File: config.mk
export PLATFORM = sky130hd
export DESIGN_NAME = sdram_port_arbiter_flat
export DESIGN_NICKNAME = d
export VERILOG_FILES = /design/src/rtl/sdram_port_arbiter_if.sv /design/src/rtl/sdram_port_arbiter.sv /design/src/flat_wrapper.sv
export SDC_FILE = /design/constraint.sdc
export NUM_CORES = 1
export LEC_CHECK = 0
export BUFFER_PORTS_ARGS = -buffer_cell sky130_fd_sc_hd__buf_4
export CORE_UTILIZATION = 30
export DETAILED_ROUTE_END_ITERATION = 6
export PLACE_DENSITY = 0.66
export SYNTH_ARGS = -nofsm -noshare
export SYNTH_HDL_FRONTEND = slang
export SYNTH_SLANG_ARGS = --single-unit
File: constraint.sdc
create_clock -name F14M -period 1.8 [get_ports F14M]
set_clock_uncertainty 0.1 [all_clocks]
set_input_delay 0.36 -clock F14M [delete_from_list [all_inputs] [get_ports F14M]]
set_output_delay 0.36 -clock F14M [all_outputs]
set_load 0.01 [all_outputs]
File: src/rtl/sdram_port_arbiter_if.sv
// Client-side bus of the SDRAM port arbiter: per-channel request/qualifier
// inputs and the completion/read-data outputs. Each channel's address and
// write data are packed into a flattened vector, one slice per channel.
interface sdram_port_arbiter_if #(
  parameter int NCH = 3,
  parameter int AW  = 25,
  parameter int DW  = 8
);
  logic [NCH-1:0]    req;
  logic [NCH-1:0]    we;
  logic [NCH*AW-1:0] addr;
  logic [NCH*DW-1:0] din;
  logic [NCH-1:0]    ack;
  logic [NCH-1:0]    rvalid;
  logic [DW-1:0]     rdata;

  // Clients drive requests and consume completions.
  modport master (
    output req, we, addr, din,
    input  ack, rvalid, rdata
  );

  // The arbiter consumes requests and drives completions.
  modport slave (
    input  req, we, addr, din,
    output ack, rvalid, rdata
  );
endinterface

File: src/rtl/sdram_port_arbiter.sv
// N-channel arbiter multiplexing byte-wide clients onto the single SDRAM
// controller port. Channel 0 is the ROM download channel and can be given
// exclusive access with lock_ch0. Policy is fixed priority or round-robin.
//
// state   | meaning
// --------+---------------------------------------------------------------
// IDLE    | arbitrate among eligible requests; latch winner on grant
// ACCESS  | hold strobe, address and data for ACC_CYC cycles; ack on last
// RECOVER | one cycle with both strobes low before the next arbitration
module sdram_port_arbiter #(
  parameter int NCH     = 3,
  parameter int AW      = 25,
  parameter int DW      = 8,
  parameter int ACC_CYC = 4,
  parameter int RR_MODE = 0,
  localparam int GW     = (NCH > 1) ? $clog2(NCH) : 1,
  localparam int CW     = (ACC_CYC > 1) ? $clog2(ACC_CYC) : 1
) (
  input  logic                 F14M,
  input  logic                 RESET,
  sdram_port_arbiter_if.slave  clients,
  input  logic                 lock_ch0,
  output logic [AW-1:0]        sd_addr,
  output logic [DW-1:0]        sd_din,
  output logic                 sd_we,
  output logic                 sd_oe,
  input  logic [DW-1:0]        sd_dout,
  output logic                 busy,
  output logic [GW-1:0]        grant_id
);

  typedef enum logic [1:0] {
    IDLE    = 2'd0,
    ACCESS  = 2'd1,
    RECOVER = 2'd2
  } state_t;

  state_t         state;
  logic [CW-1:0]  cnt;
  logic [GW-1:0]  rr_ptr;
  logic           cur_we;
  logic [NCH-1:0] ack_q;
  logic [NCH-1:0] rvalid_q;
  logic [DW-1:0]  rdata_q;

  logic [NCH-1:0] elig;
  logic           found;
  logic [GW-1:0]  win;

  assign clients.ack    = ack_q;
  assign clients.rvalid = rvalid_q;
  assign clients.rdata  = rdata_q;

  // Winner selection: lowest eligible index, or first eligible at/after
  // the round-robin pointer. The lock narrows eligibility to channel 0.
  always_comb begin
    elig  = clients.req;
    found = 1'b0;
    win   = '0;
    if (lock_ch0) elig = clients.req & NCH'(1);
    if (RR_MODE != 0) begin
      for (int k = 0; k < NCH; k++) begin
        if (!found && elig[(int'(rr_ptr) + k) % NCH]) begin
          found = 1'b1;
          win   = GW'((int'(rr_ptr) + k) % NCH);
        end
      end
    end else begin
      for (int k = NCH - 1; k >= 0; k--) begin
        if (elig[k]) begin
          found = 1'b1;
          win   = GW'(k);
        end
      end
    end
  end

  // Arbitration FSM with registered strobes, completion pulses and read data.
  // ack/rvalid are set on the edge that brings the counter to 0 so they line
  // up with the final strobe cycle; rdata is sampled on that same edge.
  always_ff @(posedge F14M or posedge RESET) begin
    if (RESET) begin
      state    <= IDLE;
      cnt      <= '0;
      rr_ptr   <= '0;
      cur_we   <= 1'b0;
      ack_q    <= '0;
      rvalid_q <= '0;
      rdata_q  <= '0;
      sd_addr  <= '0;
      sd_din   <= '0;
      sd_we    <= 1'b0;
      sd_oe    <= 1'b0;
      busy     <= 1'b0;
      grant_id <= '0;
    end else begin
      ack_q    <= '0;
      rvalid_q <= '0;
      case (state)
        IDLE: begin
          if (found) begin
            grant_id <= win;
            sd_addr  <= clients.addr[int'(win)*AW +: AW];
            sd_din   <= clients.din[int'(win)*DW +: DW];
            cur_we   <= clients.we[win];
            sd_we    <= clients.we[win];
            sd_oe    <= !clients.we[win];
            busy     <= 1'b1;
            cnt      <= CW'(ACC_CYC - 1);
            rr_ptr   <= (int'(win) == NCH - 1) ? '0 : win + 1'b1;
            state    <= ACCESS;
            // A single-cycle access completes in its only strobe cycle.
            if (ACC_CYC == 1) begin
              ack_q[win] <= 1'b1;
              if (!clients.we[win]) begin
                rvalid_q[win] <= 1'b1;
                rdata_q       <= sd_dout;
              end
            end
          end
        end
        ACCESS: begin
          if (cnt == '0) begin
            sd_we <= 1'b0;
            sd_oe <= 1'b0;
            state <= RECOVER;
          end else begin
            cnt <= cnt - 1'b1;
            if (cnt == CW'(1)) begin
              ack_q[grant_id] <= 1'b1;
              if (!cur_we) begin
                rvalid_q[grant_id] <= 1'b1;
                rdata_q            <= sd_dout;
              end
            end
          end
        end
        RECOVER: begin
          busy  <= 1'b0;
          state <= IDLE;
        end
        default: state <= IDLE;
      endcase
    end
  end

endmodule

File: src/flat_wrapper.sv
// flat-port wrapper written by rule: the top's interface ports become plain ports
module sdram_port_arbiter_flat 
#(
  parameter int NCH     = 3,
  parameter int AW      = 25,
  parameter int DW      = 8,
  parameter int ACC_CYC = 4,
  parameter int RR_MODE = 0,
  localparam int GW     = (NCH > 1) ? $clog2(NCH) : 1,
  localparam int CW     = (ACC_CYC > 1) ? $clog2(ACC_CYC) : 1
)
  (F14M, RESET, lock_ch0, sd_addr, sd_din, sd_we, sd_oe, sd_dout, busy, grant_id, clients_req, clients_we, clients_addr, clients_din, clients_ack, clients_rvalid, clients_rdata);
  sdram_port_arbiter_if #(.NCH(NCH), .AW(AW), .DW(DW)) clients_i ();
  input  logic F14M;
  input  logic RESET;
  input  logic lock_ch0;
  output logic [AW-1:0] sd_addr;
  output logic [DW-1:0] sd_din;
  output logic sd_we;
  output logic sd_oe;
  input  logic [DW-1:0] sd_dout;
  output logic busy;
  output logic [GW-1:0] grant_id;
  input wire logic [$bits(clients_i.req)-1:0] clients_req;
  input wire logic [$bits(clients_i.we)-1:0] clients_we;
  input wire logic [$bits(clients_i.addr)-1:0] clients_addr;
  input wire logic [$bits(clients_i.din)-1:0] clients_din;
  output wire logic [$bits(clients_i.ack)-1:0] clients_ack;
  output wire logic [$bits(clients_i.rvalid)-1:0] clients_rvalid;
  output wire logic [$bits(clients_i.rdata)-1:0] clients_rdata;
  assign clients_i.req = clients_req;
  assign clients_i.we = clients_we;
  assign clients_i.addr = clients_addr;
  assign clients_i.din = clients_din;
  assign clients_ack = clients_i.ack;
  assign clients_rvalid = clients_i.rvalid;
  assign clients_rdata = clients_i.rdata;
  sdram_port_arbiter #(.NCH(NCH), .AW(AW), .DW(DW), .ACC_CYC(ACC_CYC), .RR_MODE(RR_MODE)) u_core (.F14M(F14M), .RESET(RESET), .clients(clients_i), .lock_ch0(lock_ch0), .sd_addr(sd_addr), .sd_din(sd_din), .sd_we(sd_we), .sd_oe(sd_oe), .sd_dout(sd_dout), .busy(busy), .grant_id(grant_id));
endmodule
# == Word-level counts from Yosys, hierarchy flattened ==
# Cells that the tools add are included.
# W data, S select, Z words.
# word_totals
regBits,57
out_inout_bits,52
elab_cells,70
input_bits,116
# op_classes
reduce_logical,12
n_bitwise,2
mux,31
add_sub_neg,1
n_mul,1
n_shift,2
n_eq_ne,6
order_cmp,3
# ops
cell,count
$shiftx A75 B32 Y25,1
$mux W3,8
$shiftx A24 B6 Y8,1
$mux W2,7
$mux W1,9
$pmux W2 S2,2
$mul A2 B5 Y7 const B,1
$lt A2 B3 Y1 const B,2
$pmux W1 S2,3
$reduce_and A2 Y1,3
$reduce_and A3 Y1,2
$eq A2 B1 Y1 const B,2
$logic_not A2 Y1,2
$ne A2 B1 Y1 const B,2
$reduce_and A4 Y1,1
$reduce_bool A2 Y1,2
$bmux W1 S2,1
$demux W1 S2,1
$eq A2 B2 Y1 const B,1
$ge A2 B1 Y1 const B,1
$ne A2 B2 Y1 const B,1
$not A1 Y1,2
$sub A2 B1 Y2 const B,1
$logic_and A1 B1 Y1,1
$logic_not A1 Y1,1

# == Depth between registers and ports, before layout ==
# logic_depth
depth_word,9
depth_mapped,6
mapped_depth_nobuf,6

# == Worst setup path before layout ==
# OpenSTA, ideal clock, no wires.
# synth_timing
path_kind,flip-flop to flip-flop
start,register u_core.cnt[0]
end,"register u_core.rdata_q[0], in the netlist u_core.clients.rdata[0]"
slack_ns,0.015
path_buffers,1
period_less_slack_ns,1.785
arrival_ns,1.560
stages_incl_launch_ff,7
required_time_ns,1.575
setup_time_ns,0.125
cell_sequence,dfrtp_1 inv_1 ha_1 nor4bb_1 nor2b_1 buf_2 mux2_2
# synth_via
elab_chain_cells,3
elab_cells_between_ends,4
cone_classes,eq/ne (1); bitwise (1); reduce/logical (2)
# synth_rtl
element,line,text
from (decl),sdram_port_arbiter.sv:39,logic [CW-1:0] cnt;
from (signal assigned),sdram_port_arbiter.sv:109,cnt <= CW'(ACC_CYC - 1);
from (signal assigned),sdram_port_arbiter.sv:128,cnt <= cnt - 1'b1;
$logic_not A2 Y1,sdram_port_arbiter.sv:123,if (cnt == '0) begin
$not A1 Y1 (no source line),n/a,
$reduce_and A4 Y1 (no source line) (*),n/a,
to (signal assigned),sdram_port_arbiter.sv:117,rdata_q <= sd_dout;
to (signal assigned),sdram_port_arbiter.sv:133,rdata_q <= sd_dout;
to (decl),sdram_port_arbiter.sv:44,logic [DW-1:0] rdata_q;
# Every way passes the cells marked *; elsewhere a longest branch is shown, timed or not.
# A chain may end at the register's enable or synchronous reset.

# == Worst setup path after layout ==
# layout_timing
start,register u_core.cnt[1]
end,"register u_core.rdata_q[3], in the netlist u_core.clients.rdata[3]"
# The elaborated chain is that of the path after synthesis.

==> run_results.csv <==
group,metric,value,unit
clock_tree,clk_latency,0.33,ns
clock_tree,clkSinkCount,57,
layout,layout_common_cells,"188 x buf_4, 68 x a21oi_1, 63 x o31ai_1",
place,dp.final_hpwl,7.58,mm
synthesis,syn_inst,352,
job,drv_cap,0,
setup_path,slowest_delay,0.36,ns
setup_path,regToRegStartpoint,"u_core.cnt[1]",
power,p_per_area,1280,nW/um^2
run_status,status,"finished with violations",
setup_path,path_class,"flip-flop to flip-flop",
floorplan,die_area,11600,sq um
synthesis,yosys_warnings,0,
run_status,violations,"setup timing",
sta,worstMarginPinSlew,0.443,ns
layout,syn2layout_area_growth,56.1,%
floorplan,rows,38,
setup_path,cp-end-kind,"flip-flop",
sta,slew_headroom,70.5,%
layout,multi_input_area,1840,sq um
clock_tree,cts_tree,"built",
global_routing,grt_first_pass_wirelength,16.7,mm
layout,nets,637,
synthesis,seq_area_frac_synth,42.6,%
synthesis,synth.top_cells.by_area,"dfrtp_1 43%, o31ai_1 16%, a21oi_1 10%",
power,peakVddDrop,0.640,mV
clock_tree,cts.path.max_buffers,2,
layout,ff_latch_area,1430,sq um
layout,n_antenna_cell,0,
layout,final_common_cell,"buf_4",
global_routing,gr-total-overflow,0,
place,numPortBuffers,167,
detailed_routing,via_per_inst,5.15,
sta,setup_viol,5,
setup_path,crit_start,"u_core.cnt[1]",
sta,max_freq,0.552,GHz
detailed_routing,first_iter_violations,138,
clock_tree,cts_buffers,9,
clock_tree,hold_buffers,0,
synthesis,postSynthAreaPerCell,9.52,sq um
setup_path,crit_fanout,5,
synthesis,syn_area,3350,sq um
sta,fin_tns_setup,-0.0312,ns
setup_path,cp_cell_sequence,"inv_2 -> ha_4 -> nor4bb_4 -> nor2b_4 -> buf_6 -> mux2_4",
floorplan,io_pins,168,
detailed_routing,drt-pass1-iter-count,6,
sta,fin_ws,-0.0114,ns
clock_tree,htreeDepth,3,
setup_path,cp_data_required_time,1.91,ns
synthesis,ys_ff_latch,57,
floorplan,start_util,30.9,%
place,pre_cts_slack,-0.0500,ns
synthesis,synth.distinct_cells,33,
floorplan,die_width,108,um
sta,fin_crit_sh,101,%
power,p_leak,2.39,nW
place,gp_congestion,0.731,
detailed_routing,routed_wl,10.9,mm
synthesis,synthArstFlopShare,100,%
sta,finalHoldViolCount,0,
setup_path,startpoint_type,"flip-flop",
global_routing,grtUsageTotal,18.6,%
detailed_routing,vias,3419,
clock_tree,clkTransAtPathRegs,0.07,ns
detailed_routing,wire_per_inst,16.5,um
layout,fillCellCount,1052,
sta,drv_slew,0,
hold_path,hp-class,"input port to async pin",
setup_path,crit_family,"simple AND/OR/NAND/NOR gates",
sta,fin_crit,1.81,ns
global_routing,antenna_found_initial,0,
setup_path,cp_slowest_cell,"dfrtp_1",
global_routing,grt_pass1_vias,3368,
synthesis,synth_edf_count,0,
floorplan,core,10800,sq um
layout,drive_above_1_share,52.9,%
setup_path,cp.arrival,1.92,ns
setup_path,crit_buf_inv,2,
synthesis,synth_top_area_cell,"dfrtp_1",
global_routing,grt_max_degree,58,
detailed_routing,ant_nets,0,
synthesis,synth_ff_type,"dfrtp_1",
synthesis,synth_top_area_share,42.6,%
clock_tree,cts_root_buffer,"clkbuf_8",
floorplan,dieHeight,108,um
sta,rsz0062_at_grt,"true",
detailed_routing,route.detailed.drc,0,
synthesis,synth_fp_nets,470,
## power breakdown
group | leakage (nW) | switching (W) | internal, W
logic | 1.59 | 0.00149 | 0.00178
registers | 0.702 | 0.000344 | 0.00186
clock network | 0.0953 | 0.000527 | 0.000673
total | 2.39 | 0.00236 | 0.00432
## Yosys cell counts, drive strengths merged (3+ instances only)
library cell / n
or2: 3
o31ai: 70
a21oi: 68
inv: 7
dfrtp: 57
nand2b: 35
clkbuf: 30
nor3: 3
buf: 11
or3b: 35
nor2: 4
mux2: 10
## cell families after synthesis
| kind of cell | count (synthesis) | share of synthesized area, % |
|---|---|---|
| buffers and inverters | 48 | 6.46 |
| AND/OR/NAND/NOR | 91 | 19.5 |
| AO/OA/AOI/OAI | 144 | 27.2 |
| multiplexers | 10 | 3.47 |
| adder cells (fa/ha/maj) | 2 | 0.747 |
| flip-flops | 57 | 42.6 |
## per-stage QoR
stage / power (W) / instances / util (%) / area [sq um] / hold WS, ns
after floorplan: 0.00375 / 352 / - / 3350 / 0.347
after global placement: 0.00510 / 642 / 44.7 / 4850 / 0.367
after detailed placement: 0.00518 / 642 / 44.7 / 4850 / 0.371
after CTS: 0.00654 / 661 / 47.3 / 5130 / 0.00917
after global routing: 0.00711 / 664 / 48.2 / 5230 / 0.00580
final: 0.00667 / 664 / 48.2 / 5230 / 0.00153
## area by class of cell
cell class	count	share of cell area [%]
Inverter	7	0.574
Clock inverter	5	1.05
Clock buffer	11	2.70
Sequential cell	57	27.3
Tap cell	140	3.35
Multi-Input combinational cell	247	35.2
Timing Repair Buffer	197	29.8
## worst reg2reg max path, delay by kind of cell, from the launching register on
kind	cells	cell delay, ns
muxes	1	0.30
adders and majority gates	1	0.17
and+or+nand+nor	2	0.55
buffers and inverters	2	0.22
DFF	1	0.36
## sequential cells by signal, summed over array words and instances, names as in the netlist, 2 cells and up
| signal | cells |
|---|---|
| u_core.sd_addr | 25 |
| u_core.cnt | 2 |
| u_core.clients.rvalid | 3 |
| u_core.grant_id | 2 |
| u_core.clients.ack | 3 |
| u_core.state | 2 |
| u_core.clients.rdata | 8 |
| u_core.sd_din | 8 |
## per-layer routing
layer  share of wire (%)  up-vias  track usage [%]  wire (um)
met4                0.93        0             5.19        102
met1                  42     1627             23.1       4630
li1                    -     1637                -          -
met2                  50      145             32.3       5450
met3                 6.9       10             4.06        750
met5                   0        -                0          0
## path summary, 6_finish.rpt
path                       depth (start not counted)  slack, ns                 endpoint
setup / recovery                                   6      -0.01  u_core.clients.rdata[3]
hold / removal                                     3      0.002  u_core.clients.rdata[2]
setup reg to reg                                   6      -0.01  u_core.clients.rdata[3]
hold reg to reg                                    2       0.40         u_core.sd_din[5]
max in group asynchronous                          3       1.33         u_core.sd_din[5]
min in group F14M                                  2       0.16  u_core.clients.rdata[7]
## what timing repair did
| action | in CTS | in global routing |
|---|---|---|
| setup endpoints to repair | 8 | 39 |
| pin swaps | 1 | 2 |
| resized for setup | 15 | 18 |
| endpoints found under the hold margin | 0 | 0 |
| cloned | 1 | 0 |
| buffers inserted | 2 | 3 |
(Power assumes the default switching activity.)
